===== src/rtl/mem_arb_pkg.sv =====
// Shared definitions for the cache-side memory port arbiter and its requesters.
package mem_arb_pkg;

    typedef enum logic {
        IDLE = 1'b0,
        BUSY = 1'b1
    } arb_state_t;

    // Opcodes shared with l1d/l1i/ptw/prefetcher.
    localparam logic [3:0] OP_LOAD     = 4'h0;
    localparam logic [3:0] OP_STORE    = 4'h1;
    localparam logic [3:0] OP_PTW_LOAD = 4'h2;
    localparam logic [3:0] OP_PREFETCH = 4'h3;

    function automatic int idx_w(input int n);
        return (n > 1) ? $clog2(n) : 1;
    endfunction

endpackage


===== src/rtl/rr_pick.sv =====
// Rotating priority encoder: first set request bit at or after ptr_i, wrapping.
module rr_pick
    import mem_arb_pkg::*;
#(
    parameter int NUM_PORTS = 2,
    parameter int IDX_W     = 1
) (
    input  logic [NUM_PORTS-1:0] req_i,
    input  logic [IDX_W-1:0]     ptr_i,
    output logic [NUM_PORTS-1:0] gnt_o,
    output logic [IDX_W-1:0]     idx_o,
    output logic                 any_o
);
    // Padding to a power of two keeps index widths exact for any port count.
    localparam int P = 1 << IDX_W;

    logic [P-1:0]     req_pad;
    logic [P-1:0]     gnt_pad;
    logic [IDX_W-1:0] p;

    always_comb begin
        req_pad = P'(req_i);
        gnt_pad = '0;
        idx_o   = '0;
        any_o   = 1'b0;
        p       = '0;
        for (int k = 0; k < NUM_PORTS; k++) begin
            p = IDX_W'((int'(ptr_i) + k) % NUM_PORTS);
            if (!any_o && req_pad[p]) begin
                gnt_pad[p] = 1'b1;
                idx_o      = p;
                any_o      = 1'b1;
            end
        end
    end

    assign gnt_o = gnt_pad[NUM_PORTS-1:0];

endmodule


===== src/rtl/mem_port_arbiter.sv =====
// Round-robin arbiter of N cache requesters onto one cache-line memory port,
// one transaction outstanding, with a sticky watchdog flag.
module mem_port_arbiter
    import mem_arb_pkg::*;
#(
    parameter int NUM_PORTS      = 2,
    parameter int ADDR_W         = 32,
    parameter int CL_BITS        = 128,
    parameter int TIMEOUT_CYCLES = 1024,
    localparam int IDX_W         = idx_w(NUM_PORTS)
) (
    input  logic                           clk,
    input  logic                           reset,
    input  logic [NUM_PORTS-1:0]           port_req_valid,
    input  logic [NUM_PORTS*ADDR_W-1:0]    port_req_addr,
    input  logic [NUM_PORTS*4-1:0]         port_req_opcode,
    input  logic [NUM_PORTS*CL_BITS-1:0]   port_req_store_data,
    output logic [NUM_PORTS-1:0]           port_req_ack,
    output logic [NUM_PORTS-1:0]           port_rsp_valid,
    output logic                           mem_req_valid,
    output logic [ADDR_W-1:0]              mem_req_addr,
    output logic [3:0]                     mem_req_opcode,
    output logic [CL_BITS-1:0]             mem_req_store_data,
    input  logic                           mem_rsp_valid,
    output logic [IDX_W-1:0]               grant_idx,
    output logic                           busy,
    output logic                           timeout_err
);
    localparam int WD_W = idx_w(TIMEOUT_CYCLES + 1);

    arb_state_t             state_q, state_d;
    logic [IDX_W-1:0]       grant_q, grant_d;
    logic [IDX_W-1:0]       rr_ptr_q, rr_ptr_d;
    logic [NUM_PORTS-1:0]   pending_q, pending_d;
    logic [NUM_PORTS-1:0]   ack_q, ack_d;
    logic [WD_W-1:0]        wd_q, wd_d;
    logic                   timeout_q, timeout_d;

    logic [NUM_PORTS-1:0]   cand;
    logic [NUM_PORTS-1:0]   pick_gnt;
    logic [IDX_W-1:0]       pick_idx;
    logic                   pick_any;

    assign cand = pending_q | port_req_valid;

    rr_pick #(
        .NUM_PORTS (NUM_PORTS),
        .IDX_W     (IDX_W)
    ) u_pick (
        .req_i (cand),
        .ptr_i (rr_ptr_q),
        .gnt_o (pick_gnt),
        .idx_o (pick_idx),
        .any_o (pick_any)
    );

    always_comb begin
        state_d        = state_q;
        grant_d        = grant_q;
        rr_ptr_d       = rr_ptr_q;
        pending_d      = cand;
        ack_d          = '0;
        wd_d           = wd_q;
        timeout_d      = timeout_q;
        port_rsp_valid = '0;
        case (state_q)
            IDLE: begin
                // A request pulse arriving in the grant cycle is consumed here.
                if (pick_any) begin
                    state_d   = BUSY;
                    grant_d   = pick_idx;
                    pending_d = cand & ~pick_gnt;
                    ack_d     = pick_gnt;
                    wd_d      = '0;
                end
            end
            BUSY: begin
                if (wd_q != WD_W'(TIMEOUT_CYCLES))
                    wd_d = wd_q + 1'b1;
                if (TIMEOUT_CYCLES != 0 && wd_d == WD_W'(TIMEOUT_CYCLES))
                    timeout_d = 1'b1;
                if (mem_rsp_valid) begin
                    port_rsp_valid = NUM_PORTS'(1) << grant_q;
                    state_d        = IDLE;
                    rr_ptr_d       = IDX_W'((int'(grant_q) + 1) % NUM_PORTS);
                end
            end
            default: state_d = IDLE;
        endcase
    end

    always_ff @(posedge clk or posedge reset) begin
        if (reset) begin
            state_q   <= IDLE;
            grant_q   <= '0;
            rr_ptr_q  <= '0;
            pending_q <= '0;
            ack_q     <= '0;
            wd_q      <= '0;
            timeout_q <= 1'b0;
        end else begin
            state_q   <= state_d;
            grant_q   <= grant_d;
            rr_ptr_q  <= rr_ptr_d;
            pending_q <= pending_d;
            ack_q     <= ack_d;
            wd_q      <= wd_d;
            timeout_q <= timeout_d;
        end
    end

    // Requesters hold their fields until their response, so a live mux is safe.
    assign mem_req_addr       = port_req_addr[int'(grant_q)*ADDR_W +: ADDR_W];
    assign mem_req_opcode     = port_req_opcode[int'(grant_q)*4 +: 4];
    assign mem_req_store_data = port_req_store_data[int'(grant_q)*CL_BITS +: CL_BITS];

    assign mem_req_valid = (state_q == BUSY);
    assign busy          = (state_q == BUSY);
    assign port_req_ack  = ack_q;
    assign grant_idx     = grant_q;
    assign timeout_err   = timeout_q;

endmodule


===== config.mk =====
export PLATFORM = sky130hd
export DESIGN_NAME = mem_port_arbiter
export DESIGN_NICKNAME = d
export VERILOG_FILES = /design/src/rtl/mem_arb_pkg.sv /design/src/rtl/rr_pick.sv /design/src/rtl/mem_port_arbiter.sv
export SDC_FILE = /design/constraint.sdc
export NUM_CORES = 1
export LEC_CHECK = 0
export ABC_AREA = 1
export BUFFER_PORTS_ARGS = -buffer_cell sky130_fd_sc_hd__buf_2
export CAP_MARGIN = 20
export CORE_AREA = 2 2 195 197
export CTS_BUF_LIST = sky130_fd_sc_hd__clkbuf_16
export CTS_CLUSTER_SIZE = 16
export DETAILED_ROUTE_END_ITERATION = 7
export DIE_AREA = 0 0 197 199
export GPL_TIMING_DRIVEN = 0
export HOLD_SLACK_MARGIN = 0.1
export MAX_ROUTING_LAYER = met4
export PLACE_DENSITY = 0.4
export SLEW_MARGIN = 40
export SYNTH_ARGS = -nofsm -noshare
export SYNTH_HDL_FRONTEND = slang
export SYNTH_SLANG_ARGS = --single-unit

===== constraint.sdc =====
create_clock -name clk -period 2.44 [get_ports clk]
set_input_delay 0.732 -clock clk [delete_from_list [all_inputs] [get_ports clk]]
set_output_delay 0.732 -clock clk [all_outputs]
set_load 0.01 [all_outputs]

==> After elaboration in Yosys (flattened, before gate mapping) <==
Cells that the tools add are included.
{ "op_classes": {"add_sub_neg": 3, "n_bitwise": 5, "shift": 4, "n_mux": 27, "eq_ne": 3, "reduce_logical": 7, "n_lt_le_gt_ge": 4} }
{ "op_table": {"columns": ["op", "n"], "rows": [
  ["variable part select 256 x 9 -> 128 bit", 1],
  ["variable part select 64 x 7 -> 32 bit", 1],
  ["two-way mux 11 bit", 3],
  ["case mux 11 bit (2 select lines)", 1],
  ["two-way mux 2 bit", 8],
  ["two-way mux 1 bit", 12],
  ["adder 11 x 1 -> 11 bit, second input constant", 1],
  ["equality test 11 bit, second input constant", 1],
  ["!= test 11 bit, second input constant", 1],
  ["variable part select 8 x 4 -> 4 bit", 1],
  ["AND reduction 2 bit", 3],
  ["< comparator 1 x 2 -> 1 bit, second input constant", 2],
  ["bitwise OR 2 bit", 2],
  ["logical AND 1 bit", 3],
  ["adder 1 bit, second input constant", 2],
  ["AND 2 bit", 1],
  ["demux 1 bit (select 1 bit)", 2],
  ["greater-or-equal comparator 1 bit, second input constant", 2],
  ["!= test 2 bit, second input constant", 1],
  ["NOT 2 bit", 1],
  ["case mux 1 bit (2 select lines)", 1],
  ["left shift 1 x 1 -> 2 bit, first input constant", 1],
  ["zero test 1 bit", 1],
  ["NOT 1 bit", 1]
]} }
{ "totals": {"reg_bits": 19, "output_inout_bits": 172, "inputBits": 333} }

==> Longest topological paths before layout <==
Gate-level depths: netlist (run 1).
{ "logic_depth": {"word_depth": 11, "mapped_depth": 11} }

==> By module <==
Synthesis (run 1) repeated with hierarchy kept, for this count alone.
{ "hier_totals": {"cells_unflattened": 676, "area_unflattened_um2": 3084.2} }
{ "modules_own_cells": {"columns": ["module", "seq_area_each_um2", "area_per_inst_um2", "cells_each", "instances"], "rows": [
  ["mem_port_arbiter", 475.5, 3054.2, 669, 1],
  ["rr_pick", 0.0, 30.0, 7, 1]
]} }

==> Worst setup path after synthesis (run 1) <==
No wires, ideal clock.
{ "synth_path": {"path_type": "reg-to-output", "start": "reg grant_q, in the netlist grant_idx", "end": "out mem_req_addr[0]", "required_time_ns": 1.708, "arrival_time_ns": 1.131, "path_stages_with_launch": 6, "slack_ns": 0.577, "cell_sequence": "dfrtp_1 > buf_2 > buf_2 > clkbuf_1 > nand2_1 > nand2_1"} }
{ "synth_via": {"elab_chain_cells": 1} }
{ "synth_rtl": {"columns": ["item", "line_no", "rtl"], "rows": [
  ["start, declared", "mem_port_arbiter.sv:32", "logic [IDX_W-1:0] grant_q, grant_d;"],
  ["start signal, assigned", "mem_port_arbiter.sv:103", "grant_q <= grant_d;"],
  ["variable part select 64 x 7 -> 32 bit", "mem_port_arbiter.sv:113", "assign mem_req_addr = port_req_addr[int'(grant_q)*ADDR_W +: ADDR_W];"],
  ["end, declared", "mem_port_arbiter.sv:21", "output logic [ADDR_W-1:0] mem_req_addr,"]
]} }
No other way between the ends.

==> Final worst setup path (run 1) <==
{ "layout_path": {"start": "reg grant_q, in the netlist grant_idx", "end": "out mem_req_store_data[125]"} }
{ "layout_via": {"elab_chain_cells": 1} }
{ "layout_rtl": {"columns": ["item", "line_no", "rtl"], "rows": [
  ["variable part select 256 x 9 -> 128 bit", "mem_port_arbiter.sv:115", "assign mem_req_store_data = port_req_store_data[int'(grant_q)*CL_BITS +: CL_BITS];"],
  ["end, declared", "mem_port_arbiter.sv:23", "output logic [CL_BITS-1:0] mem_req_store_data,"]
]} }
No other way between the ends.

==> key figures, run 1 <==
Setup path
  – Reg2reg path depth: 10
  – Worst EP arrival: ~1700 ps
  – CP endpoint kind: output port
  – CP max FO: 10
  – Critical path's top delay family: buffers and inverters
  – Largest stage delay, worst path: approximately 370 ps
  – Levels on crit path: 7
  – CP Class: reg -> out
  – Critical Path RT: approximately 1700 ps
  – Bufs and invs on worst path: 5
  – CP max-delay cell: dfrtp_1
  – Startpoint types: flip-flop
  – CP cell instances: buf_2, inv_2, buf_8, buf_4, nand2_1, nand2_1, buf_2

Place
  – I/O Buffers: between 500 and 600
  – Dpl cells: around 1700
  – Routability Congestion: around 0.82
  – Area post-placement: around 0.0062 mm^2
  – HPWL Detailed: roughly 21 mm

Layout
  – Layout Nets: ~1500
  – Fill count: 4392
  – Final core occ: 17.3%
  – Reg area: approximately 480 um^2
  – Most frequent cells in the layout: 533 x nand2_1, 512 x buf_2, 19 x inv_1, 19 x nor2_1, 19 x dfrtp_1
  – Fin cells: 1663
  – Area growth syn-to-layout: 106%
  – Multi-input combinational cell area: 0.00235 mm^2
  – Commonest non-fill, non-tap cell in the layout: nand2_1
  – Share of layout cells above drive strength 1: between 40% and 50%
  – Fin area: about 0.0064 mm^2

Clock tree
  – CTS max path bufs: 2
  – CTS hold repair buffers: 0
  – CTS H-tree depth: 1
  – TritonCTS buffer count: 3
  – Reg clk slew, reported paths: 60 ps
  – CTS Sinks: 19
  – CTS root buf: clkbuf_16
  – CTS tree: built
  – Clk_lat worst skew: around 250 ps

Synthesis
  – Yosys warns: 0
  – Post-Syn Area per Cell: ~4.6 um^2
  – Synth Instances: ~700
  – Yosys reg bits: 19
  – Proportion of netlist area held by the largest area contributor: between 60 and 70%
  – Top post-synthesis cells by area: nand2_1 64%, dfrtp_1 15%, buf_2 3.5%, inv_1 2.5%, nor2_1 2.3%
  – Sequential area share after synthesis: around 15%
  – Syn nets: a little over 1000
  – Count of cell types in the netlist: 25
  – Leading area contributor after synthesis: nand2_1
  – Post-Syn Area: 0.00311 mm^2

STA
  – Tcrit/Tclk final: 97.6%
  – RSZ-0062 raised after global routing: yes
  – WHS: 478 ps
  – Top achievable clock speed: roughly 420 MHz
  – Clock Skew: between 1.5 and 2 ps
  – Slew margin rel.: a little over two thirds
  – Fin Setup TNS: 0 ps
  – Worst-Margin Slew: between 400 and 500 ps
  – Final setup vio count: 0
  – Final hold violations: 0
  – Min Tclk post-route: 2380 ps
  – Slew Viols, Final: 0

Floorplan
  – Core outline area: 0.0371 mm^2
  – Area of the die: about 0.039 mm^2
  – Die W: between 150 and 200 um
  – Die Ht: a little under 200 um
  – I/O pin count: between 500 and 600
  – FP Rows: 71
  – Initial Util: roughly 8.4%

Routing
  – Initial drt markers: around 210
  – First-pass iteration count of the detailed router: 4
  – Post-DRT Antenna Nets: 0
  – Vias per cell: approximately 3.6
  – Final wirelength: approximately 24 mm
  – Drc violations: 0
  – Avg WL per Cell: 14.5 um
  – Routed vias: 5943

GRT
  – GRT overflow: 0
  – Initial antenna violation count: 5
  – Pin count of the biggest net entering global routing: 20
  – GRT Total Usage: 11.1%
  – Vias in the first global route: ~5500
  – First-pass GRT wire length: 31.7 mm

Pwr
  – VDD IR max: between 200 and 300 uV
  – Leak: around 4.2 nW
  – Power per cell area: 681 mW/mm^2

Status
  – Status: completed

Min path
  – HP Class: in -> async

Run
  – Max Cap Viol: 0
## logic make-up (layout without fill, tap and decap cells)
kind of cell / count (synthesis) / in the layout / synth area share [%]
AND/OR/NAND/NOR: 573 / 573 / 70.9
flip-flops: 19 / 19 / 15.3
AO/OA/AOI/OAI: 19 / 19 / 3.38
XOR/XNOR: 2 / 2 / 0.563
buffers and inverters: 65 / 573 / 9.09
other: 0 / 1 / 0
adder cells (fa/ha/maj): 2 / 2 / 0.804
## stage by stage
step                total power [mW]  setup slack, ps
floorplan                       2.21              577
global placement                3.95            -73.4
detailed placement              3.93             -111
CTS                             4.40            -10.4
global route                    4.79            -3.40
finish                          4.37             59.2
## state kept, by name (all words and copies together), names as in the netlist
| signal | cells |
|---|---|
| rr_ptr_q | 1 |
| wd_q | 11 |
| port_req_ack | 2 |
| pending_q | 2 |
| grant_idx | 1 |
| timeout_err | 1 |
| busy | 1 |
## area by class of cell
cell class / instances / area share (%)
Sequential cell: 19 / 7.40
Timing Repair Buffer: 504 / 39.3
Inverter: 24 / 1.40
Antenna cell: 1 / 0.0390
Clock inverter: 1 / 0.117
Multi-Input combinational cell: 596 / 36.6
Buffer: 41 / 4.71
Clock buffer: 3 / 1.17
Tap cell: 474 / 9.23
## worst register-to-register path, stage by stage (launching register included)
cell,delay (ps)
dfrtp_1,420
ha_1,260
inv_1,90
nor2_4,150
nand2_2,80
nor2_1,80
nand2_1,50
nand2_1,80
nor2_1,50
nand3_1,90
nand2_1,50
## worst paths after layout
| path | startpoint | end | slack [ps] |
|---|---|---|---|
| worst min-delay path | reset | busy$_DFF_PP0_ | 480 |
| worst max register to register | wd_q[0]$_DFFE_PP0P_ | timeout_err$_DFFE_PP0P_ | 910 |
| max in group asynchronous | reset | wd_q[2]$_DFFE_PP0P_ | 1660 |
| worst min register to register | timeout_err$_DFFE_PP0P_ | timeout_err$_DFFE_PP0P_ | 480 |
| min in group clk | timeout_err$_DFFE_PP0P_ | timeout_err$_DFFE_PP0P_ | 480 |
| worst max-delay path | grant_idx$_DFFE_PP0P_ | mem_req_store_data[125] | 60 |
## synth_stat cells
library cell,count
nand2_1,533
buf_2,22
inv_1,21
dfrtp_1,19
nor2_1,19
clkbuf_1,16
nand3_1,11
o21ai_1,6
o22ai_1,6
a21oi_1,3
nand2_2,3
o21ai_0,3
clkinv_1,2
ha_1,2
nor2_2,2
nor2_4,2
xor2_1,2
buf_1,1
buf_4,1
buf_6,1
inv_2,1
nand3_2,1
nor3_1,1
nor3_2,1
o21bai_1,1
## report_power, final
group          switching [mW]  internal (mW)  total, mW
clock network           0.134          0.222      0.356
logic                    2.26           1.36       3.62
registers              0.0342          0.361      0.396
## what timing repair did
| item | in CTS | in global routing |
|---|---|---|
| buffers inserted | 0 | 0 |
| resized for setup | 34 | 32 |
| setup endpoints to repair | 160 | 110 |
| pin swaps | 0 | 0 |
| hold endpoints to repair | 0 | 0 |
## layer usage
layer / wire length [um] / GRT usage, %
met5: 0 / -
met4: 1000 / 4.57
met3: 1740 / 1.07
met2: 12000 / 20.0
met1: 9360 / 12.5
(Power assumes the default switching activity.)
==> run 2: changes to the inputs <==
CORE_AREA = 2 2 196 198   (was 2 2 195 197)
DIE_AREA = 0 0 198 200   (was 0 0 197 199)
PLACE_DENSITY = 0.34   (was 0.4)
clock period = 2.3 ns   (was 2.44 ns; I/O delays follow)
==> run 2 against run 1 <==
Clock power up 4%. Utilization up 0.17 points. Total power increased by 7.5%. Global-route usage is 0.19 points lower. Sequential share of layout area decreased by 0.12 points. Count of clock-buffer cells in the layout unchanged. Critical path type unchanged. Critical endpoint is now mem_req_store_data[120].
==> key figures, run 2 (synthesis gave the netlist of run 1 again) <==
Status
  – Status: completed

Floorplan
  – Initial Util: approximately 8.3%
  – FP Rows: between 70 and 80
  – Core outline area: ~0.037 mm^2
  – Die Ht: 200 um
  – I/O pin count: between 500 and 600
  – Area of the die: roughly 0.04 mm^2
  – Die W: 198 um

Layout
  – Commonest non-fill, non-tap cell in the layout: nand2_1
  – Share of layout cells above drive strength 1: ~47%
  – Max reg flops: 11
  – Area growth syn-to-layout: 110%
  – Largest reg by FF count: wd_q
  – Layout Nets: ~1500
  – Most frequent cells in the layout: 533 x nand2_1, 511 x buf_2, 19 x inv_1, 19 x nor2_1, 19 x dfrtp_1
  – Fill count: 4414

STA
  – Tcrit/Tclk final: 97.7%
  – WHS: approximately 430 ps
  – Slew Viols, Final: 0
  – Top achievable clock speed: between 400 and 500 MHz
  – Fin Setup TNS: 0 ps
  – RSZ-0062 raised after global routing: yes
  – Clock Skew: between 5 and 6 ps
  – Min Tclk post-route: approximately 2200 ps
  – Final hold violations: 0
  – Final setup vio count: 0
  – Slew margin rel.: between 70% and 80%
  – Worst-Margin Slew: 430 ps

Place
  – Routability Congestion: 0.779
  – I/O Buffers: 504
  – HPWL Detailed: around 21 mm

Setup path
  – R2R Setup Slk: 730 ps
  – Startpoint types: flip-flop
  – CP endpoint kind: output port
  – Critical Path RT: about 1600 ps
  – Worst EP arrival: 1560 ps
  – CP Class: reg -> out
  – CP max FO: 10

Clock tree
  – CTS H-tree depth: 1
  – TritonCTS buffer count: 3
  – CTS root buf: clkbuf_16
  – Setup bufs post-CTS: 0
  – Clk_lat worst skew: between 200 and 300 ps
  – CTS tree: built
  – CTS max path bufs: 2
  – Reg clk slew, reported paths: ~60 ps
  – CTS Sinks: 19

Pwr
  – VDD IR max: about 290 uV
  – Combinational share of power: between 80% and 90%
  – Net Sw Power: 2.57 mW
  – Sw frac: a little over half
  – Power per cell area: 719 mW/mm^2
  – Clock power share: about 7.9%
  – Leak: between 4 and 5 nW
  – Share of power burned in registers: ~9.0%
  – Int Power: 2.13 mW

GRT
  – GRT overflow: 0
  – First-pass GRT wire length: about 31 mm
  – Initial antenna violation count: 5
  – GRT Total Usage: between 10% and 20%
  – Pin count of the biggest net entering global routing: 20
  – Vias in the first global route: between 5000 and 6000

Routing
  – Initial drt markers: around 230
  – Routed vias: between 5000 and 6000
  – Final wirelength: 24.3 mm
  – Drc violations: 0
  – Avg WL per Cell: about 14 um
  – Post-DRT Antenna Nets: 0
  – Vias per cell: roughly 3.5
  – First-pass iteration count of the detailed router: 4

Run
  – Max Cap Viol: 0

Min path
  – HP Class: in -> async
-- run 2: changes by cell type in the layout (fill, tap and decap cells not counted), sizes merged --
cell,before,now
clkinv,2,3
diode,1,2
clkinvlp,1,0
buf,530,533
clkbuf,18,15
-- run 2: metal layers --
layer	track usage (%)	vias up	part of all wire [%]
li1	-	3046	-
met1	11.9	2495	38
met2	21.5	341	54
met3	0.907	16	6.8
met4	1.81	0	1.4
met5	-	-	0
-- run 2: per-stage QoR --
step	power, mW	utilization, %	setup WS (ps)	cell area, um^2	cells
after floorplan	2.34	-	479	3110	680
after global placement	4.22	16.8	-194	6270	1695
after detailed placement	4.18	16.8	-230	6280	1695
after CTS	4.76	17.4	-10.4	6490	1699
after global routing	5.16	17.5	-27.9	6530	1701
final	4.70	17.5	52.6	6530	1701
-- run 2: final timing paths --
| kind | end | cells past startpoint | from |
|---|---|---|---|
| max | mem_req_store_data[120] | 7 | grant_idx$_DFFE_PP0P_ |
| min | wd_q[9]$_DFFE_PP0P_ | 2 | reset |
| max reg2reg | timeout_err$_DFFE_PP0P_ | 11 | wd_q[0]$_DFFE_PP0P_ |
| min reg2reg | timeout_err$_DFFE_PP0P_ | 2 | timeout_err$_DFFE_PP0P_ |
| max in group asynchronous | wd_q[5]$_DFFE_PP0P_ | 2 | reset |
| min in group clk | timeout_err$_DFFE_PP0P_ | 2 | timeout_err$_DFFE_PP0P_ |
-- run 2: worst max-delay path, cell delays in order, from the launching register on --
cell and delay, ps:
dfrtp_1 370, clkbuf_4 190, inv_4 100, buf_12 150, buf_4 180, nand2_1 60
nand2_1 100, buf_2 150
-- run 2: power by group through the flow --
stage	registers, mW	logic, mW	clock network [mW]
finish	0.422	3.90	0.371
global route	0.428	4.34	0.398
CTS	0.423	3.95	0.379
detailed placement	0.429	3.75	0
global placement	0.428	3.80	0
floorplan	0.426	1.92	0
-- run 2: area by class of cell --
class                      instances  area [um^2]  area share (%)
timing repair buffer             504         2520            38.6
tap                              511          639            9.79
buffer                            41          364            5.57
antenna                            2         5.00          0.0766
multi-input combinational        596         2350            36.0
sequential                        19          475            7.28
clock buffer                       3         75.1            1.15
inverter                          24         92.6            1.42
clock inverter                     1         5.00          0.0766
-- run 2: timing repair --
item / in CTS / in global routing
hold buffers: 0 / 0
gates resized for setup: 55 / 17
setup endpoints to repair: 155 / 87
==> run 3: changes to the inputs <==
CELL_PAD_IN_SITES_DETAIL_PLACEMENT = 1   (was not set)
CELL_PAD_IN_SITES_GLOBAL_PLACEMENT = 1   (was not set)
CORE_AREA = 2 2 197 199   (was 2 2 196 198)
DIE_AREA = 0 0 199 201   (was 0 0 198 200)
PLACE_DENSITY = 0.53   (was 0.34)
RECOVER_POWER = 50   (was not set)
==> run 3 against run 2 <==
Non-clock buffer count unchanged. Clock power down 1%. Setup slack worse by 18 ps. First-iteration DRC count down 8.0%. Count of clock-buffer cells in the layout unchanged. Combinational power up 2%. Via count up 3.2%. Critical path depth unchanged. Total power up 1.0%. Sequential cell count unchanged. Worst hold slack better by 32 ps. Cell count up 0.59%. Critical path type unchanged. Largest power group unchanged.
==> key figures, run 3 (synthesis gave the netlist of run 1 again) <==
Status
  – Status: completed

Routing
  – Routed length on met3: between 1.5 and 2 mm
  – Drc violations: 0
  – Vias per cell: between 3 and 4
  – Final wirelength: between 20 and 25 mm
  – Metal2 WL: 12.5 mm
  – First-pass iteration count of the detailed router: 4
  – Length of routed wiring on met1: about 10 mm
  – Top layer in use: met4
  – Initial drt markers: 208
  – Avg WL per Cell: roughly 14 um
  – Routed vias: around 6100
  – Post-DRT Antenna Nets: 0

STA
  – RSZ-0062 raised after global routing: yes
  – Top achievable clock speed: approximately 440 MHz
  – Final setup vio count: 0
  – Min Tclk post-route: roughly 2300 ps
  – Worst-Margin Slew: slightly below 800 ps
  – Clock Skew: roughly 2.1 ps
  – Slew Viols, Final: 0
  – Final hold violations: 0
  – Fin Setup TNS: 0 ps
  – Tcrit/Tclk final: 98.5%
  – WHS: 462 ps
  – Slew margin rel.: 47.4%

Floorplan
  – I/O pin count: around 500
  – Die W: 199 um
  – Die Ht: 201 um
  – FP Rows: slightly above 70
  – Initial Util: under 10%
  – Core outline area: ~0.038 mm^2
  – Area of the die: approximately 0.04 mm^2

Clock tree
  – Reg clk slew, reported paths: around 60 ps
  – CTS tree: built
  – Clk_lat worst skew: about 250 ps
  – CTS hold repair buffers: 0
  – CTS Sinks: 19
  – Setup bufs post-CTS: 0
  – TritonCTS buffer count: 3
  – CTS root buf: clkbuf_16
  – CTS max path bufs: 2
  – CTS H-tree depth: 1

GRT
  – Pin count of the biggest net entering global routing: 20
  – Vias in the first global route: 6173
  – Initial antenna violation count: 6
  – GRT overflow: 0
  – GRT Total Usage: a little under an eighth
  – First-pass GRT wire length: 35.3 mm

Place
  – I/O Buffers: 504
  – HPWL Detailed: approximately 22 mm
  – Routability Congestion: between 0.8 and 0.9

Layout
  – Largest reg by FF count: wd_q
  – Fill count: 5050
  – Share of layout cells above drive strength 1: 47.0%
  – Commonest non-fill, non-tap cell in the layout: nand2_1
  – Most frequent cells in the layout: 531 x nand2_1, 503 x buf_2, 20 x inv_1
  – Layout Nets: between 1500 and 2000
  – Area growth syn-to-layout: 112%
  – Max reg flops: 11

Run
  – Max Cap Viol: 0

Pwr
  – VDD IR max: 251 uV
  – Leak: between 4 and 5 nW
  – Total design power: around 4.7 mW
  – Power per cell area: between 700 and 800 mW/mm^2

Setup path
  – Startpoint types: flip-flop
  – Worst EP arrival: 1580 ps
  – CP max FO: 10
  – CP endpoint kind: output port
  – CP Class: reg -> out
  – Critical Path RT: between 1500 and 2000 ps

Min path
  – HP Class: reg -> reg
-- run 3: per-layer routing --
metal,vias to the layer above,track usage [%]
met5,-,-
met1,2710,14.2
met3,9,1.19
met4,0,1.52
met2,315,21.6
li1,3050,-
-- run 3: worst paths after layout --
check | slack (ps) | start | to | cells after the start
worst max-delay path | 30 | grant_idx$_DFFE_PP0P_ | mem_req_store_data[25] | 7
worst min register to register | 460 | timeout_err$_DFFE_PP0P_ | timeout_err$_DFFE_PP0P_ | 2
min in group asynchronous | 580 | reset | port_req_ack[1]$_DFF_PP0_ | 2
worst max register to register | 690 | busy$_DFF_PP0_ | timeout_err$_DFFE_PP0P_ | 5
worst min-delay path | 460 | timeout_err$_DFFE_PP0P_ | timeout_err$_DFFE_PP0P_ | 2
max in group asynchronous | 1230 | reset | wd_q[10]$_DFFE_PP0P_ | 2
-- run 3: what timing repair did --
action | CTS | global route
gates cloned | 0 | 0
gates resized for setup | 67 | 20
endpoints found under the setup margin | 162 | 107
-- run 3: report_power, final --
group          internal (mW)  switching, mW  total [mW]
sequential             0.383         0.0358       0.419
combinational           1.56           2.40        3.96
clock                  0.233          0.134       0.367
total                   2.18           2.57        4.75
-- run 3: final cells by class --
cell class | instances | area, um^2 | share of cell area (%)
plain buffers | 41 | 404 | 6.14
diodes | 5 | 12.5 | 0.190
clock inverters | 1 | 5.00 | 0.0760
inverters | 24 | 92.6 | 1.41
clock buffers | 3 | 75.1 | 1.14
well taps | 518 | 648 | 9.84
multi-input cells | 596 | 2350 | 35.7
repair buffers | 504 | 2520 | 38.3
flip-flops and latches | 19 | 475 | 7.22
-- run 3: critical path, cell delays in order (launching register included) --
cell and delay (ps):
dfrtp_1 370, clkbuf_4 190, inv_4 100, buf_12 150, buf_8 150, nand2_1 60
nand2_1 110, buf_2 160
-- run 3: through the flow --
stage          setup slack [ps]  util, %  std cells  instance area, um^2
3_5_place_dp               -196     16.5       1702                 6280
5_1_grt                   -32.3     17.3       1710                 6580
4_1_cts                   -17.5     17.1       1706                 6530
3_3_place_gp               -172     16.5       1702                 6280
6_report                   34.8     17.3       1711                 6590
2_1_floorplan               479        -        680                 3110
